$ cat config.mk
export PLATFORM = sky130hd
export DESIGN_NAME = systolic_out_buff
export DESIGN_NICKNAME = d
export VERILOG_FILES = /design/src/rtl/systolic_out_buff.sv
export SDC_FILE = /design/constraint.sdc
export NUM_CORES = 1
export LEC_CHECK = 0
export ABC_AREA = 1
export CORE_MARGIN = 3
export CORE_UTILIZATION = 44
export DETAILED_ROUTE_END_ITERATION = 16
export PLACE_DENSITY = 0.59
export SYNTH_ARGS = -nofsm -noshare
export SYNTH_HDL_FRONTEND = slang
export SYNTH_SLANG_ARGS = --single-unit
$ cat constraint.sdc
create_clock -name clk -period 3.2 [get_ports clk]
set_input_delay 0.64 -clock clk [delete_from_list [all_inputs] [get_ports clk]]
set_output_delay 0.64 -clock clk [all_outputs]
set_load 0.005 [all_outputs]
$ cat src/rtl/systolic_out_buff.sv
// systolic_out_buff
//   Result-side frame buffer between the systolic tile's south edge and the
//   DMA write channel. One frame of result words (1..2^ADDR_WIDTH) is written
//   in FILL, then replayed in order to the DMA engine in DRAIN. The two phases
//   never overlap, so the RAM never sees a same-address read/write race.
//
// Ports
//   clk          rising-edge clock
//   rst          asynchronous active-low reset
//   res_valid    tile presents res_data (res_last marks the final word)
//   res_ready    buffer accepts the result word this cycle
//   res_data     result word
//   res_last     last word of the frame, qualified by res_valid
//   out_valid    word available to DMA
//   out_ready    DMA accepts the word
//   out_data     offered word
//   out_addr     0-based index of the offered word within the frame
//   out_last     offered word is the last of the frame
//   frame_words  word count of the current/last frame
//   frame_done   one-cycle pulse after the last word is accepted
//   dbg_state    FSM state (0 = FILL, 1 = DRAIN)
//
// Handshakes: a transfer happens on a rising edge where valid & ready are
// both 1. Once out_valid is raised, out_data/out_addr/out_last are held
// unchanged until the transfer happens; out_valid is never withdrawn.

module systolic_out_buff #(
  parameter int ADDR_WIDTH     = 5,
  parameter int DMA_DATA_WIDTH = 32,
  parameter int DATA_WIDTH     = 8
) (
  input  logic                      clk,
  input  logic                      rst,
  input  logic                      res_valid,
  output logic                      res_ready,
  input  logic [DMA_DATA_WIDTH-1:0] res_data,
  input  logic                      res_last,
  output logic                      out_valid,
  input  logic                      out_ready,
  output logic [DMA_DATA_WIDTH-1:0] out_data,
  output logic [ADDR_WIDTH-1:0]     out_addr,
  output logic                      out_last,
  output logic [ADDR_WIDTH:0]       frame_words,
  output logic                      frame_done,
  output logic                      dbg_state
);

  localparam int                  DEPTH   = 1 << ADDR_WIDTH;
  localparam logic [ADDR_WIDTH:0] DEPTH_C = (ADDR_WIDTH + 1)'(DEPTH);
  localparam logic [ADDR_WIDTH:0] ONE     = (ADDR_WIDTH + 1)'(1);

  localparam logic [0:0] S_FILL  = 1'b0;
  localparam logic [0:0] S_DRAIN = 1'b1;

  // Result words carry whole packed elements; no repacking happens here.
  if (DMA_DATA_WIDTH % DATA_WIDTH != 0) begin : g_bad_width
    $error("DMA_DATA_WIDTH must be a multiple of DATA_WIDTH");
  end

  logic [0:0]                state_q, state_d;
  logic                      ready_en_q;
  logic [ADDR_WIDTH:0]       wr_cnt_q, wr_cnt_d;
  logic [ADDR_WIDTH:0]       frame_words_q, frame_words_d;
  logic [ADDR_WIDTH:0]       rd_idx_q, rd_idx_d;
  // Stage 1: RAM output register and the index it holds.
  logic                      s1_valid_q, s1_valid_d;
  logic [ADDR_WIDTH-1:0]     s1_idx_q, s1_idx_d;
  // Stage 2: holding register that drives the DMA side.
  logic                      out_valid_q, out_valid_d;
  logic [DMA_DATA_WIDTH-1:0] out_data_q, out_data_d;
  logic [ADDR_WIDTH-1:0]     out_addr_q, out_addr_d;
  logic                      out_last_q, out_last_d;
  logic                      frame_done_q, frame_done_d;

  logic [DMA_DATA_WIDTH-1:0] mem [DEPTH];
  logic [DMA_DATA_WIDTH-1:0] ram_dout_q;

  logic wr_fire, rd_en, s2_load, out_fire, drain_end;

  // ready_en_q keeps res_ready low while reset is held and for the reset
  // cycle itself; it rises on the first clock after release.
  assign res_ready = ready_en_q && (state_q == S_FILL) && (wr_cnt_q < DEPTH_C);
  assign wr_fire   = res_valid && res_ready;
  assign out_fire  = out_valid_q && out_ready;
  assign drain_end = out_fire && out_last_q;
  // Stage 2 takes stage 1 when it is empty or being emptied this cycle.
  assign s2_load   = s1_valid_q && (!out_valid_q || out_ready);
  // A new RAM read is issued only when stage 1 is free or moving on, so the
  // RAM output register doubles as the skid slot and is never overwritten.
  assign rd_en     = (state_q == S_DRAIN) && (rd_idx_q < frame_words_q) &&
                     (!s1_valid_q || s2_load);

  always_comb begin
    state_d       = state_q;
    wr_cnt_d      = wr_cnt_q;
    frame_words_d = frame_words_q;
    rd_idx_d      = rd_idx_q;
    s1_valid_d    = s1_valid_q;
    s1_idx_d      = s1_idx_q;
    out_valid_d   = out_valid_q;
    out_data_d    = out_data_q;
    out_addr_d    = out_addr_q;
    out_last_d    = out_last_q;
    frame_done_d  = drain_end;

    case (state_q)
      S_FILL: begin
        if (wr_fire) begin
          wr_cnt_d = wr_cnt_q + ONE;
          // Explicit last and running out of room close the frame the same
          // way; both at once is still a single close.
          if (res_last || (wr_cnt_q + ONE == DEPTH_C)) begin
            frame_words_d = wr_cnt_q + ONE;
            rd_idx_d      = '0;
            state_d       = S_DRAIN;
          end
        end
      end
      default: begin
        if (rd_en) rd_idx_d = rd_idx_q + ONE;
        if (drain_end) begin
          state_d  = S_FILL;
          wr_cnt_d = '0;
          rd_idx_d = '0;
        end
      end
    endcase

    if (rd_en) begin
      s1_valid_d = 1'b1;
      s1_idx_d   = rd_idx_q[ADDR_WIDTH-1:0];
    end else if (s2_load) begin
      s1_valid_d = 1'b0;
    end

    if (s2_load) begin
      out_valid_d = 1'b1;
      out_data_d  = ram_dout_q;
      out_addr_d  = s1_idx_q;
      out_last_d  = ({1'b0, s1_idx_q} + ONE) == frame_words_q;
    end else if (out_fire) begin
      out_valid_d = 1'b0;
    end
  end

  always_ff @(posedge clk or negedge rst) begin
    if (!rst) begin
      state_q       <= S_FILL;
      ready_en_q    <= 1'b0;
      wr_cnt_q      <= '0;
      frame_words_q <= '0;
      rd_idx_q      <= '0;
      s1_valid_q    <= 1'b0;
      s1_idx_q      <= '0;
      out_valid_q   <= 1'b0;
      out_data_q    <= '0;
      out_addr_q    <= '0;
      out_last_q    <= 1'b0;
      frame_done_q  <= 1'b0;
    end else begin
      state_q       <= state_d;
      ready_en_q    <= 1'b1;
      wr_cnt_q      <= wr_cnt_d;
      frame_words_q <= frame_words_d;
      rd_idx_q      <= rd_idx_d;
      s1_valid_q    <= s1_valid_d;
      s1_idx_q      <= s1_idx_d;
      out_valid_q   <= out_valid_d;
      out_data_q    <= out_data_d;
      out_addr_q    <= out_addr_d;
      out_last_q    <= out_last_d;
      frame_done_q  <= frame_done_d;
    end
  end

  // Plain dual-port RAM with registered read; contents are not reset.
  always_ff @(posedge clk) begin
    if (wr_fire) mem[wr_cnt_q[ADDR_WIDTH-1:0]] <= res_data;
    if (rd_en)   ram_dout_q <= mem[rd_idx_q[ADDR_WIDTH-1:0]];
  end

  assign out_valid   = out_valid_q;
  assign out_data    = out_data_q;
  assign out_addr    = out_addr_q;
  assign out_last    = out_last_q;
  assign frame_words = frame_words_q;
  assign frame_done  = frame_done_q;
  assign dbg_state   = state_q;

endmodule

Word-level counts from Yosys, hierarchy flattened

Memory sizes are Yosys's and may differ from the RTL's. A register that Yosys moved wholly into a read port is not among the register bits.
Cells that the tools add are included.
Widths: inputs -> output; s select.

Add/subtract/negate cells: 3
$lt $le $gt $ge: 2
Equal/unequal tests: 4
Multiplexer cells: 18
Bitwise logic cells: 1
Reductions and logical operators: 20

Operators by type and width:

| operator            | number |
|---|---|
| $mux 6              | 8 |
| $add 6x1->6 const B | 2 |
| $mux 1              | 10 |
| $logic_and 1x1->1   | 8 |
| $reduce_bool 2->1   | 4 |
| $add 5x1->6 const B | 1 |
| $eq 6x6->1          | 1 |
| $eq 6x6->1 const B  | 1 |
| $lt 6x6->1          | 1 |
| $lt 6x6->1 const B  | 1 |
| $reduce_and 3->1    | 2 |
| $logic_or 1x1->1    | 3 |
| $ne 3x1->1 const B  | 1 |
| $logic_not 1->1     | 2 |
| $ne 2x1->1 const B  | 1 |
| $reduce_and 2->1    | 1 |
| $not 1->1           | 1 |

Register bits after elaboration: 66
Bits in writable memories: 1024
Output and inout port bits: 48
Memories kept: 1

Memories:

| memory | depth | width | rd ports | clocked after memory_dff | write ports | RTL line | text |
|---|---|---|---|---|---|---|---|
| mem    | 32    | 32    | 1        | 1                        | 1           | 75       | `logic [DMA_DATA_WIDTH-1:0] mem [DEPTH];` |

Depth between registers and ports, before layout

Gate-level depths: netlist of run 1.

Depth in word-level cells: 8
Depth in mapped cells: 11

Worst setup path before layout of run 1

Ideal clock, no wire load.

Path type: register to register
Start point: reg state_q, in the netlist dbg_state
End point: mem mem[15][0] (enable)
Arrival time: 3105 ps
Data required time: 2739 ps
Setup slack: -366 ps
Stages on the path, launching flop included: 6
Clock period less this slack: 3566 ps
Cell sequence: dfrtp_1 inv_1 nand2_1 nor2_1 nand2_1 nor3_1

Cells in the longest elaborated chain, start to end: 6

Ends and longest elaborated chain:

| item                            | RTL line | text |
|---|---|---|
| start: declaration              | 60       | `logic [0:0] state_q, state_d;` |
| start signal: assignment        | 161      | `state_q <= state_d;` |
| $not 1->1                       | --       |  |
| $logic_and 1x1->1 (2 in series) | 82       | `assign res_ready = ready_en_q && (state_q == S_FILL) && (wr_cnt_q < DEPTH_C);` |
| named net res_ready             | 35       | `output logic res_ready,` |
| $logic_and 1x1->1               | 83       | `assign wr_fire = res_valid && res_ready;` |
| $mux 1                          | 178      | `if (wr_fire) mem[wr_cnt_q[ADDR_WIDTH-1:0]] <= res_data;` |
| $mux 1 (implied by the code)    | 178      |  |
| end: declaration                | 75       |  |

The timed path passes the listed nets, and every way through them passes these cells.

Final worst setup path of run 1

Start point: reg state_q, in the netlist dbg_state
End point: out res_ready

Cells in the longest elaborated chain, start to end: 3

Ends and longest elaborated chain:

| item                            | RTL line |
|---|---|
| $not 1->1                       | -- |
| $logic_and 1x1->1 (2 in series) | 82 |
| end: declaration                | 35 |

Every way passes these cells.

==> results of run 1 <==
-- registers in the layout, indices dropped and copies added (netlist names) --
register,count
s1_idx_q,5
s1_valid_q,1
out_valid,1
frame_done,1
out_data,32
dbg_state,1
out_addr,5
wr_cnt_q,6
rd_idx_q,6
ram_dout_q,32
out_last,1
frame_words,6
mem,1024
ready_en_q,1
-- report_power, final --
group	leakage, nW	switching (mW)	internal [mW]
logic	5.85	0.262	0.0616
clock network	1.77	5.54	7.40
registers	10.4	0.000159	16.0
-- through the flow --
stage | hold WS [ns] | cells | power [mW] | util [%] | area (sq um)
2_1_floorplan | 0.3444 | 3488 | 16.36 | - | 44320
3_3_place_gp | 0.4212 | 4813 | 16.67 | 48.13 | 47710
3_5_place_dp | 0.4267 | 4813 | 16.67 | 48.13 | 47710
4_1_cts | 0.03067 | 5030 | 29.51 | 51.79 | 51340
5_1_grt | 0.08944 | 5030 | 30.13 | 51.79 | 51340
6_report | 0.02933 | 5030 | 29.31 | 51.79 | 51340
-- worst max-delay path, cell delays in order (launching register included) --
cell and delay (ns):
dfrtp_1 0.45, inv_1 0.15, nand2_1 0.06, nor2_1 0.13
clkdlybuf4s50_1 0.52
-- final cells by class --
class | count | area [sq um]
fill | 8349 | 47790
inverter | 38 | 157.7
multi-input combinational | 2119 | 10130
timing repair buffer | 247 | 2440
tap | 1287 | 1610
clock inverter | 61 | 494.2
clock buffer | 156 | 3136
sequential | 1122 | 33370
-- layer usage --
metal | GRT usage, % | wire length [um] | up-vias
met5 | 0 | 0 | -
met4 | 5.702 | 2070 | 0
met3 | 5.112 | 11440 | 138
met2 | 33.35 | 52310 | 1118
met1 | 34.29 | 53390 | 13770
li1 | - | - | 12830
-- final timing paths --
| kind | from | end | depth (start not counted) |
|---|---|---|---|
| min in group clk | ram_dout_q[5] | out_data[5] | 2 |
| worst max register to register | rd_idx_q[0] | ram_dout_q[10] | 9 |
| max in group asynchronous | rst | rd_idx_q[0] | 1 |
| worst min register to register | ram_dout_q[5] | out_data[5] | 2 |
| worst max-delay path | dbg_state | res_ready | 4 |
| worst min-delay path | rst | out_data[9] | 1 |
-- cell families (layout without fill, tap and decap cells) --
logic type | after synthesis | in the layout
and+or+nand+nor | 1236 | 1236
DFF | 1122 | 1122
AOI/OAI and AO/OA | 798 | 798
buffers and inverters | 247 | 502
muxes | 64 | 64
adders and majority gates | 11 | 11
xor gates and xnor gates | 9 | 9
other | 1 | 1
-- cell usage in the layout, fill, tap and decap left out, types with 11 or more instances in the layout --
master	n
buf_12	31
nor2_4	31
inv_1	31
clkbuf_1	34
nand3_1	15
clkdlybuf4s50_1	81
clkinv_2	22
mux2i_1	64
o21ai_0	395
nand2_1	780
clkinv_1	25
ha_1	11
buf_4	133
nor2_1	395
a21oi_1	195
edfxtp_1	1056
dfrtp_1	62
clkbuf_16	118
o22ai_1	133
a21boi_0	63
==> impl_metrics.toml, run 1 <==
[status]
outcome = "completed"

[logic_synthesis]
synth-async-reset-ratio_pct = 5.882
synth_area_leaders = "edfxtp_1 (72%), nand2_1 (6.6%), o21ai_0 (4.5%), dfrtp_1 (3.7%), nor2_1 (3.6%)"
yosys_warnings = 0
synth_edf_count = 1056
synthMostInstantiatedCell = "edfxtp_1"
postSynthCellCount = 3488
ys.flop_type = "edfxtp_1"
synth-seq-area-share_pct = 75.29
number_of_flip_flops_and_latches_in_the_synthesized_netlist = 1122
synth.lib_cells_used.distinct = 29
synthXorXnorAreaFrac_pct = 0.1779
synth_top_cell_area_share_pct = 71.56
dominant_combinational_cell_family_by_area_after_synthesis = "simple AND/OR/NAND/NOR gates"
syn-cell-area_sq_mm = 0.04431
post_synth_mux_area_share_pct = 1.446
synth_area_leader_cell = "edfxtp_1"
synth-adder-area-share_pct = 0.3106
synth_simple_gate_area_share_pct = 10.58
postSynthNetCount = 3536
synth.cells.most_frequent = "edfxtp_1 (1056), nand2_1 (783), nor2_1 (426), o21ai_0 (395), a21oi_1 (195)"
synth_compound_area_share_pct = 9.755
syn_area_per_cell_sq_um = 12.70

[die]
coreArea_sq_mm = 0.09914
core.rowCount = 115
die_height_um = 323.4
die_area_sq_mm = 0.1046
die_w_um = 323.4
initial_utilization_pct = 44.70
top_level_ports = 85

[cts]
clk_path_buf_depth = 3
clock-sinks = 1122
numCtsBuffers = 115
clock_tree.htree_level_count = 3
clk-insertion-delay-late_ns = 0.70
path_clk_slew_ns = 0.06
cts_resized = 0
number_of_buffers_inserted_to_repair_setup_after_cts = 0
cts_tree = "built"
clockRootBuffer = "clkbuf_16"
cts_hold_buffers = 0

[route]
route.detailed.drc = 0
drt_first_iter_violations = 3303
detail_route.wl_per_cell_um = 23.70
dr.pass1.iters = 6
routed_wirelength_um = 119200
drt-vias-per-instance = 5.537
count_of_vias_placed_by_the_detailed_router = 27850
ant_nets = 0

[power_and_ir_drop]
power.density_cell_area_mw_per_mm2 = 570.8
vdd.ir_drop.worst_v = 0.0003950
power.static_leakage_nw = 17.99

[worst_hold_path]
worst_hold_path_type = "primary input to async pin"

[sta]
unrepaired_setup_endpoints_after_global_routing = "no"
slew_violations = 0
finalSetupViolations = 0
fin_setup_tns_ns = 0
relSlewSlack_pct = 42.71
worst-slew-pin-transition_ns = 0.8594
timing.final.ws_setup_ns = 0.5519
layout_min_cycle_time_ns = 2.648
fmax_ghz = 0.3776
portion_of_the_clock_cycle_consumed_by_the_worst_path_in_the_final_layout_pct = 82.75
skew_ns = 0.02387
timing.final.hold_violations = 0

[global_routing]
grt_first_pass_wirelength_um = 175100
grt_start_max_net_pins = 120
grt_util_all_layers_pct = 22.70
first_global_vias = 26260
grt_remaining_overflow = 0
antenna_found_initial = 1

[place]
place_ws_ns = 0.5493
io_buffer_count = 84
place_hpwl_um = 70440
place_congestion = 0.8142

[final_layout]
layout-drive-gt1-share_pct = 9.912
num_antenna_cells = 0
nets = 3691
flow.area_growth_from_synthesis_pct = 15.87

[setup_path]
worst-endpoint-arrival_ns = 2.01
setup_slack_of_the_worst_register_to_register_path_ns = 0.61
critical_path_fanout_max = 5
timing.critical_path.required_ns = 2.56
start_kind = "register"
setup.worst_path.class = "register to output pin"
end_kind = "output pin"

[run]
max_cap_violations = 0
(Power assumes the default switching activity.)
==> run 2: changes to the inputs <==
- PLACE_DENSITY: 0.59 -> 0.57
- clock period: 3.2 -> 2.5 ns (I/O delays scaled with it)
==> impl_metrics.toml, run 2 (same netlist as run 1, synthesis figures left out) <==
[status]
outcome = "completed"

[route]
route.detailed.drc = 0
drt-vias-per-instance = 5.473
drt_first_iter_violations = 3249
routed_wirelength_um = 118400
ant_nets = 0
detail_route.wl_per_cell_um = 23.32
count_of_vias_placed_by_the_detailed_router = 27790
dr.pass1.iters = 8

[power_and_ir_drop]
comb_power_share_pct = 1.2
power.density_cell_area_mw_per_mm2 = 716.6
power.static_leakage_nw = 18.48
vdd.ir_drop.worst_v = 0.0006163
fin_total_pwr_mw = 37.62
switchingPower_mw = 7.274
power.share.switching_pct = 19.34
clock_power_share_pct = 44.2
cellInternalPower_mw = 30.34
power_frac_seq_pct = 54.6

[place]
place_hpwl_um = 72760
place_congestion = 0.8222
dpl.cell_count = 4871
io_buffer_count = 84

[cts]
clk-insertion-delay-late_ns = 0.69
clk_path_buf_depth = 3
clock-sinks = 1122
path_clk_slew_ns = 0.06
clockRootBuffer = "clkbuf_16"
cts_tree = "built"
numCtsBuffers = 113
clock_tree.htree_level_count = 3

[sta]
slew_violations = 0
timing.final.hold_violations = 0
relSlewSlack_pct = 55.91
worst-slew-pin-transition_ns = 0.6598
fin_setup_tns_ns = 0
unrepaired_setup_endpoints_after_global_routing = "no"
fmax_ghz = 0.4223
layout_min_cycle_time_ns = 2.368
finalSetupViolations = 0
skew_ns = 0.03000
portion_of_the_clock_cycle_consumed_by_the_worst_path_in_the_final_layout_pct = 94.71

[final_layout]
most-common-layout-cells = "edfxtp_1 (1056), nand2_1 (780), o21ai_0 (395), nor2_1 (395), a21oi_1 (195)"
nets = 3748
num-fill-cells = 8274
finish.cell_count_without_fillers = 5078
layout-drive-gt1-share_pct = 11.30
final_common_cell = "edfxtp_1"
finish.utilization_pct = 52.95
flow.area_growth_from_synthesis_pct = 18.46
largest_register_ffs = 1024

[die]
core.rowCount = 115
die_height_um = 323.4
die_area_sq_mm = 0.1046
initial_utilization_pct = 44.70
top_level_ports = 85
coreArea_sq_mm = 0.09914
die_w_um = 323.4

[setup_path]
critical_path_fanout_max = 4
timing.critical_path.required_ns = 2.00
start_kind = "register"
worst-endpoint-arrival_ns = 1.87
setup.worst_path.class = "register to output pin"
end_kind = "output pin"

[global_routing]
grt_remaining_overflow = 0
grt_start_max_net_pins = 58
antenna_found_initial = 3
grt_first_pass_wirelength_um = 175200
grt_util_all_layers_pct = 22.73
first_global_vias = 27020

[worst_hold_path]
worst_hold_path_type = "primary input to async pin"

[run]
max_cap_violations = 0
run 2: routing by layer:
layer | global-route usage [%] | wire (um)
met1 | 33.77 | 53140
met5 | 0 | 19
met4 | 5.621 | 2228
met2 | 34.66 | 53380
met3 | 4.398 | 9653
run 2: per-stage QoR:
| stage | instance area, sq um | hold slack [ns] | setup slack (ns) |
|---|---|---|---|
| after floorplan | 44320 | 0.2044 | -0.5022 |
| after global placement | 48840 | 0.4267 | 0.1176 |
| after detailed placement | 48840 | 0.4307 | 0.1325 |
| after CTS | 52490 | 0.3645 | 0.08886 |
| after global routing | 52490 | 0.4065 | 0.02735 |
| final | 52490 | 0.3812 | 0.1322 |
run 2: power by group through the flow:
stage	combinational (mW)	sequential, mW	clock, mW
6_report	0.450	20.5	16.6
5_1_grt	0.479	20.5	17.7
4_1_cts	0.451	20.5	16.9
3_5_place_dp	0.450	20.9	0
3_3_place_gp	0.445	20.9	0
2_1_floorplan	0.00313	20.9	0
run 2: critical path, cell delays in order (launching register included):
cell             delay [ns]
dfrtp_1                0.38
inv_1                  0.12
nand2_1                0.06
nor2_1                 0.11
clkdlybuf4s50_1        0.51
run 2: repair_timing:
item	in CTS	in global routing
endpoints found under the hold margin	34	0
resized for setup	0	0
setup buffers	0	0
hold buffers	1	0
setup endpoints to repair	0	0
run 2: worst paths after layout:
path	startpoint	endpoint	slack, ns	cells after the start
max	dbg_state	res_ready	0.13	4
min reg2reg	ram_dout_q[22]	out_data[22]	0.44	2
min	rst	out_data[12]	0.38	2
min in group clk	ram_dout_q[22]	out_data[22]	0.44	2
max reg2reg	rd_idx_q[2]	ram_dout_q[14]	0.15	7
max in group asynchronous	rst	wr_cnt_q[3]	1.49	3
run 2: final cells by class:
cell class | instances | area, sq um | share of cell area, %
inverters | 38 | 158.9 | 0.3027
diodes | 2 | 5.005 | 0.009534
repair buffers | 306 | 3571 | 6.803
multi-input cells | 2119 | 10130 | 19.31
clock buffers | 150 | 3113 | 5.930
well taps | 1287 | 1610 | 3.068
flip-flops and latches | 1122 | 33370 | 63.58
clock inverters | 54 | 526.8 | 1.003
